File: src/rtl/scr1_dmem_router_np_if.sv
// Core-side and target-side bus bundles for the N-port data memory router.
// master drives requests, slave returns acknowledges and responses.
interface scr1_dmem_if;
    logic        dmem_req;
    logic        dmem_req_ack;
    logic        dmem_cmd;
    logic [1:0]  dmem_width;
    logic [31:0] dmem_addr;
    logic [31:0] dmem_wdata;
    logic [31:0] dmem_rdata;
    logic [1:0]  dmem_resp;

    modport master (
        output dmem_req,
        output dmem_cmd,
        output dmem_width,
        output dmem_addr,
        output dmem_wdata,
        input  dmem_req_ack,
        input  dmem_rdata,
        input  dmem_resp
    );

    modport slave (
        input  dmem_req,
        input  dmem_cmd,
        input  dmem_width,
        input  dmem_addr,
        input  dmem_wdata,
        output dmem_req_ack,
        output dmem_rdata,
        output dmem_resp
    );
endinterface

interface scr1_dmem_port_if #(
    parameter int PORT_NUM = 3
);
    logic [PORT_NUM-1:0]    port_req;
    logic [PORT_NUM-1:0]    port_req_ack;
    logic [PORT_NUM-1:0]    port_cmd;
    logic [2*PORT_NUM-1:0]  port_width;
    logic [32*PORT_NUM-1:0] port_addr;
    logic [32*PORT_NUM-1:0] port_wdata;
    logic [32*PORT_NUM-1:0] port_rdata;
    logic [2*PORT_NUM-1:0]  port_resp;

    modport master (
        output port_req,
        output port_cmd,
        output port_width,
        output port_addr,
        output port_wdata,
        input  port_req_ack,
        input  port_rdata,
        input  port_resp
    );

    modport slave (
        input  port_req,
        input  port_cmd,
        input  port_width,
        input  port_addr,
        input  port_wdata,
        output port_req_ack,
        output port_rdata,
        output port_resp
    );
endinterface

File: src/rtl/scr1_dmem_router_np.sv
// N-port data memory router: decodes core requests onto mask/pattern windows,
// tracks one outstanding transaction and answers unmapped addresses locally.
module scr1_dmem_router_np #(
    parameter int                          SCR1_PORT_NUM     = 3,
    parameter logic [SCR1_PORT_NUM*32-1:0] SCR1_ADDR_MASK    = {32'hFFFFFFE0, 32'hFFFF0000, 32'h0},
    parameter logic [SCR1_PORT_NUM*32-1:0] SCR1_ADDR_PATTERN = {32'h00490000, 32'h00480000, 32'h0},
    parameter bit                          SCR1_DEFAULT_EN   = 1'b1
) (
    input  logic                    clk,
    input  logic                    rst_n,
    scr1_dmem_if.slave              dmem_if,
    scr1_dmem_port_if.master        port_if
);

    localparam int SEL_W = (SCR1_PORT_NUM > 2) ? $clog2(SCR1_PORT_NUM) : 1;

    localparam logic [1:0] RESP_IDLE = 2'd0;
    localparam logic [1:0] RESP_ER   = 2'd2;

    typedef enum logic [1:0] {
        ST_IDLE,
        ST_WAIT,
        ST_MISS
    } state_e;

    if ((SCR1_PORT_NUM < 2) || (SCR1_PORT_NUM > 8)) begin : g_port_num_check
        $fatal(1, "scr1_dmem_router_np: SCR1_PORT_NUM must be in 2..8");
    end

    state_e                   state_q;
    state_e                   state_d;
    logic [SEL_W-1:0]         sel_q;
    logic [SEL_W-1:0]         sel_d;

    logic [SCR1_PORT_NUM-1:0] hit;
    logic [SEL_W-1:0]         dec_sel;
    logic                     dec_hit;
    logic                     dec_miss;

    logic                     accept_en;
    logic [SCR1_PORT_NUM-1:0] req_vec;
    logic                     req_ack;
    logic [31:0]              rsp_data;
    logic [1:0]               rsp_code;

    // Port 0 has no window; it only ever receives the fallback traffic.
    always_comb begin
        hit = '0;
        for (int i = 1; i < SCR1_PORT_NUM; i++) begin
            hit[i] = ((dmem_if.dmem_addr & SCR1_ADDR_MASK[i*32 +: 32]) == SCR1_ADDR_PATTERN[i*32 +: 32]);
        end
    end

    always_comb begin
        dec_sel = '0;
        dec_hit = 1'b0;
        for (int i = SCR1_PORT_NUM - 1; i >= 1; i--) begin
            if (hit[i]) begin
                dec_sel = SEL_W'(i);
                dec_hit = 1'b1;
            end
        end
        dec_miss = !dec_hit && !SCR1_DEFAULT_EN;
    end

    assign port_if.port_cmd   = {SCR1_PORT_NUM{dmem_if.dmem_cmd}};
    assign port_if.port_width = {SCR1_PORT_NUM{dmem_if.dmem_width}};
    assign port_if.port_addr  = {SCR1_PORT_NUM{dmem_if.dmem_addr}};
    assign port_if.port_wdata = {SCR1_PORT_NUM{dmem_if.dmem_wdata}};

    // A response cycle in WAIT reopens the accept path for zero-bubble issue.
    always_comb begin
        state_d   = state_q;
        sel_d     = sel_q;
        rsp_data  = '0;
        rsp_code  = RESP_IDLE;
        accept_en = 1'b0;
        req_vec   = '0;
        req_ack   = 1'b0;

        unique case (state_q)
            ST_IDLE: begin
                accept_en = 1'b1;
            end
            ST_WAIT: begin
                rsp_data = port_if.port_rdata[sel_q*32 +: 32];
                rsp_code = port_if.port_resp[sel_q*2 +: 2];
                if (rsp_code != RESP_IDLE) begin
                    accept_en = 1'b1;
                    state_d   = ST_IDLE;
                end
            end
            ST_MISS: begin
                rsp_code = RESP_ER;
                state_d  = ST_IDLE;
            end
            default: begin
                state_d = ST_IDLE;
            end
        endcase

        if (!rst_n) begin
            accept_en = 1'b0;
            rsp_code  = RESP_IDLE;
            rsp_data  = '0;
        end

        if (accept_en && dmem_if.dmem_req) begin
            if (dec_miss) begin
                req_ack = 1'b1;
                state_d = ST_MISS;
            end else begin
                req_vec[dec_sel] = 1'b1;
                req_ack          = port_if.port_req_ack[dec_sel];
                if (req_ack) begin
                    state_d = ST_WAIT;
                    sel_d   = dec_sel;
                end
            end
        end
    end

    assign port_if.port_req     = req_vec;
    assign dmem_if.dmem_req_ack = req_ack;
    assign dmem_if.dmem_rdata   = rsp_data;
    assign dmem_if.dmem_resp    = rsp_code;

    always_ff @(posedge clk) begin
        if (!rst_n) begin
            state_q <= ST_IDLE;
            sel_q   <= '0;
        end else begin
            state_q <= state_d;
            sel_q   <= sel_d;
        end
    end

endmodule

File: src/flat_wrapper.sv
// flat-port wrapper written by rule: the top's interface ports become plain ports
module scr1_dmem_router_np_flat 
#(
    parameter int                          SCR1_PORT_NUM     = 3,
    parameter logic [SCR1_PORT_NUM*32-1:0] SCR1_ADDR_MASK    = {32'hFFFFFFE0, 32'hFFFF0000, 32'h0},
    parameter logic [SCR1_PORT_NUM*32-1:0] SCR1_ADDR_PATTERN = {32'h00490000, 32'h00480000, 32'h0},
    parameter bit                          SCR1_DEFAULT_EN   = 1'b1
)
  (clk, rst_n, dmem_if_dmem_req, dmem_if_dmem_cmd, dmem_if_dmem_width, dmem_if_dmem_addr, dmem_if_dmem_wdata, dmem_if_dmem_req_ack, dmem_if_dmem_rdata, dmem_if_dmem_resp, port_if_port_req, port_if_port_cmd, port_if_port_width, port_if_port_addr, port_if_port_wdata, port_if_port_req_ack, port_if_port_rdata, port_if_port_resp);
  scr1_dmem_if dmem_if_i ();
  scr1_dmem_port_if #(.PORT_NUM(3)) port_if_i ();
  input  logic clk;
  input  logic rst_n;
  input wire logic [$bits(dmem_if_i.dmem_req)-1:0] dmem_if_dmem_req;
  input wire logic [$bits(dmem_if_i.dmem_cmd)-1:0] dmem_if_dmem_cmd;
  input wire logic [$bits(dmem_if_i.dmem_width)-1:0] dmem_if_dmem_width;
  input wire logic [$bits(dmem_if_i.dmem_addr)-1:0] dmem_if_dmem_addr;
  input wire logic [$bits(dmem_if_i.dmem_wdata)-1:0] dmem_if_dmem_wdata;
  output wire logic [$bits(dmem_if_i.dmem_req_ack)-1:0] dmem_if_dmem_req_ack;
  output wire logic [$bits(dmem_if_i.dmem_rdata)-1:0] dmem_if_dmem_rdata;
  output wire logic [$bits(dmem_if_i.dmem_resp)-1:0] dmem_if_dmem_resp;
  output wire logic [$bits(port_if_i.port_req)-1:0] port_if_port_req;
  output wire logic [$bits(port_if_i.port_cmd)-1:0] port_if_port_cmd;
  output wire logic [$bits(port_if_i.port_width)-1:0] port_if_port_width;
  output wire logic [$bits(port_if_i.port_addr)-1:0] port_if_port_addr;
  output wire logic [$bits(port_if_i.port_wdata)-1:0] port_if_port_wdata;
  input wire logic [$bits(port_if_i.port_req_ack)-1:0] port_if_port_req_ack;
  input wire logic [$bits(port_if_i.port_rdata)-1:0] port_if_port_rdata;
  input wire logic [$bits(port_if_i.port_resp)-1:0] port_if_port_resp;
  assign dmem_if_i.dmem_req = dmem_if_dmem_req;
  assign dmem_if_i.dmem_cmd = dmem_if_dmem_cmd;
  assign dmem_if_i.dmem_width = dmem_if_dmem_width;
  assign dmem_if_i.dmem_addr = dmem_if_dmem_addr;
  assign dmem_if_i.dmem_wdata = dmem_if_dmem_wdata;
  assign dmem_if_dmem_req_ack = dmem_if_i.dmem_req_ack;
  assign dmem_if_dmem_rdata = dmem_if_i.dmem_rdata;
  assign dmem_if_dmem_resp = dmem_if_i.dmem_resp;
  assign port_if_port_req = port_if_i.port_req;
  assign port_if_port_cmd = port_if_i.port_cmd;
  assign port_if_port_width = port_if_i.port_width;
  assign port_if_port_addr = port_if_i.port_addr;
  assign port_if_port_wdata = port_if_i.port_wdata;
  assign port_if_i.port_req_ack = port_if_port_req_ack;
  assign port_if_i.port_rdata = port_if_port_rdata;
  assign port_if_i.port_resp = port_if_port_resp;
  scr1_dmem_router_np #(.SCR1_PORT_NUM(SCR1_PORT_NUM), .SCR1_ADDR_MASK(SCR1_ADDR_MASK), .SCR1_ADDR_PATTERN(SCR1_ADDR_PATTERN), .SCR1_DEFAULT_EN(SCR1_DEFAULT_EN)) u_core (.clk(clk), .rst_n(rst_n), .dmem_if(dmem_if_i), .port_if(port_if_i));
endmodule
File: config.mk
export PLATFORM = sky130hd
export DESIGN_NAME = scr1_dmem_router_np_flat
export DESIGN_NICKNAME = d
export VERILOG_FILES = /design/src/rtl/scr1_dmem_router_np_if.sv /design/src/rtl/scr1_dmem_router_np.sv /design/src/flat_wrapper.sv
export SDC_FILE = /design/constraint.sdc
export NUM_CORES = 1
export LEC_CHECK = 0
export ABC_CLOCK_PERIOD_IN_PS = 1900
export CAP_MARGIN = 20
export CORE_AREA = 5 5 160 162
export CTS_BUF_LIST = sky130_fd_sc_hd__clkbuf_4
export DETAILED_ROUTE_END_ITERATION = 12
export DIE_AREA = 0 0 165 167
export PLACE_DENSITY_LB_ADDON = 0.05
export SETUP_SLACK_MARGIN = 0.1
export SLEW_MARGIN = 0
export SYNTH_ARGS = -nofsm -noshare
export SYNTH_HDL_FRONTEND = slang
export SYNTH_SLANG_ARGS = --single-unit
File: constraint.sdc
create_clock -name clk -period 1.9 [get_ports clk]
set_input_delay 0.38 -clock clk [delete_from_list [all_inputs] [get_ports clk]]
set_output_delay 0.38 -clock clk [all_outputs]
set_load 0.02 [all_outputs]
==> results.txt <==
IO buf count -> 253
Routed WL -> 13.37 mm
crit-path cells -> buf_2 -> nor4_4 -> buf_4 -> nand3_4 -> o22a_1 -> o221a_4 -> buf_6
CP Buf/Inv Count -> 3
routed vias -> 2690
most frequent cells in the layout -> 180 x clkdlybuf4s50_1, 68 x buf_4, 66 x nor2_1
vias in the first global route -> 2900
dpl hpwl -> 11.22 mm
WHS -> 583.3 ps
worst setup margin -> -115.2 ps
share of cells above drive strength 1 -> 32.40%
Multi-input gate area -> 0.001290 mm²
syn nets -> 575
drt initial violations -> 47
CTS Buffer Depth -> 2
DR WL/cell -> 16.21 µm
fillers -> 2731
number of buffers created by CTS -> 3
first-pass GRT wire length -> 18.55 mm
CTS tree -> built
CP max stage cell -> nor4_4
status -> finished with violations
Clock transition at path regs -> 40 ps
final hold violations -> 0
Syn-to-layout area delta -> 76.71%
Residual DRC -> 0
Max Cap Violations -> 0
Die Y -> 167 µm
Pleak -> 1.913 nW
Pins Over Slew Limit -> 0
# nets final -> 680
minimum clock period -> 2015 ps
initial antenna violation count -> 1
library cells used by synthesis -> 31
dpl ws -> -1076 ps
Total Routing Usage GR -> 8.888%
Setup TNS -> -448.7 ps
Seq/Total Area, Yosys -> 2.895%
Final setup viols -> 8
mean number of vias per cell -> 3.261
worst min path class -> reg -> reg
Register-to-Register Path Depth -> 8
arrival time at the worst endpoint -> 1640 ps
Initial Utilization -> 11.54%
FF/Latch Area -> 87.58 µm²
YS warnings -> 0
Pre-antenna DRT Iters -> 3
peak per-stage delay on the critical path -> 290 ps
crit path to -> dmem_if_dmem_req_ack
worst hold path stage count -> 3
Die X -> 165 µm
element type at the critical path end -> primary output
failing checks -> negative setup slack
Synth Area per Inst -> 6.968 µm²
unrepaired setup endpoints after global routing -> true
worst-margin pin slew -> 339.2 ps
Top delay family on crit path -> compound AO/OA/AOI/OAI gates
Hold-fix buffers, CTS -> 0
H-tree Lvls -> 1
Worst Path Required -> 1520 ps
die area -> 0.02756 mm²
Cells after Synth -> 397
worst-path maximum fanout -> 4
worst reg2reg startpoint -> u_core.sel_q[0]$_SDFFE_PN0P_
CORE AREA -> 0.02396 mm²
WS Path Type -> in -> out
Cell Area, Synth -> 0.002766 mm²
maximum achievable frequency -> 496.2 MHz
FF-to-FF End -> u_core.sel_q[1]$_SDFFE_PN0P_
largest net degree at the start of global routing -> 25
CTS root buffer -> clkbuf_4
Clk Latency, worst-skew pair -> 230 ps
Power Density -> 211.2 mW/mm²
Slew HR -> 77.38%
Final period util -> 106.1%
clock skew -> 3.094 ps
instance count on the critical path -> 7
Yosys reg bits -> 4
FP Rows -> 57
gpl congestion -> 0.7295
most common cell after layout, fill and taps aside -> clkdlybuf4s50_1
Worst VDD drop -> 0.00009951 V
Worst R2R Setup Slack -> 140 ps
clock sink total -> 4
CP Launch Type -> primary input
# IOs -> 414
Post-DRT Antenna Nets -> 0
Worst Setup SP -> dmem_if_dmem_addr[13]
global route overflow -> 0
-- per-layer routing --
layer	vias to the layer above	wire (µm)	track usage, %
met5	-	0	0
met4	0	364	2.966
met3	34	1109	2.076
met2	149	7673	18.38
met1	1209	4222	8.200
li1	1298	-	-
-- worst register-to-register path: cells and delay by family, from the launching register on --
| kind | cells | cell delay [ps] |
|---|---|---|
| flops | 1 | 390 |
| buf+inv | 3 | 360 |
| simple gates | 2 | 350 |
| compound gates | 3 | 560 |
-- metrics by stage --
stage                     total power [mW]  utilization (%)  area, µm²  instances
after floorplan                     0.8182                -       2766        397
after global placement              0.9254            18.90       4529        810
after detailed placement            0.9185            18.90       4529        810
after CTS                            1.035            19.70       4720        820
after global routing                 1.097            20.40       4888        825
final                                1.032            20.40       4888        825
-- layout make-up --
class / count / area share [%]
timing repair buffer: 317 / 62.78
multi-input combinational: 173 / 26.39
tap: 324 / 8.293
sequential: 4 / 1.792
clock buffer: 3 / 0.4607
inverter: 3 / 0.2304
antenna: 1 / 0.05119
-- worst min-delay path by stage --
| stage | slack, ps | end | from |
|---|---|---|---|
| 6_report | 580 | u_core.state_q[1]$_SDFF_PN0_ | u_core.state_q[1]$_SDFF_PN0_ |
| 5_1_grt | 610 | u_core.state_q[1]$_SDFF_PN0_ | u_core.state_q[1]$_SDFF_PN0_ |
| 4_1_cts | 590 | u_core.state_q[1]$_SDFF_PN0_ | u_core.state_q[1]$_SDFF_PN0_ |
| 3_5_place_dp | 580 | u_core.state_q[1]$_SDFF_PN0_ | u_core.state_q[1]$_SDFF_PN0_ |
| 3_3_place_gp | 580 | u_core.state_q[1]$_SDFF_PN0_ | u_core.state_q[1]$_SDFF_PN0_ |
| 2_1_floorplan | 440 | u_core.state_q[1]$_SDFF_PN0_ | u_core.state_q[1]$_SDFF_PN0_ |
-- logic make-up after synthesis --
family,after synthesis,share of synthesized area [%]
AO/OA/AOI/OAI,44,10.72
AND/OR/NAND/NOR,92,14.93
adder cells (fa/ha/maj),3,1.357
flip-flops,4,2.895
buffers and inverters,220,57.80
multiplexers,34,12.30
-- power by group --
part	total, mW	switching [mW]	leakage, nW	internal, mW
clock network	0.106	0.0349	0.0138	0.0707
logic	0.841	0.345	1.86	0.496
registers	0.0857	0.00133	0.0346	0.0844
-- state kept, by name, indices dropped and copies added, names as in the netlist --
| name | count |
|---|---|
| u_core.state_q | 2 |
| u_core.sel_q | 2 |
-- synthesized netlist by cell type (all sizes together) --
cell type	n	area [µm²]
a2bb2oi	1	15.01
a31oi	1	21.27
ha	3	37.54
nand2	10	40.04
nor3	2	15.01
clkbuf	7	26.28
nand4	1	6.260
o211ai	1	7.510
nor4b	1	23.77
nand3	1	10.01
o221a	1	20.02
mux2i	34	340.3
nor4	4	25.02
o21a	1	7.510
nor2	69	259.0
or2	1	8.760
nor2b	2	15.02
o32ai	2	32.53
a41oi	1	8.760
a21oi	35	175.2
nor4bb	1	10.01
dfxtp	4	80.08
o22a	1	8.760
buf	210	1561
inv	3	11.26
-- timing repair --
action                     4_1_cts  5_1_grt
setup endpoints to repair      123       45
setup buffers                    7        2
pin swaps                       21       22
resized for setup              298       29
gates cloned                     3        2
No activity file was read; power rests on OpenSTA's default activity.
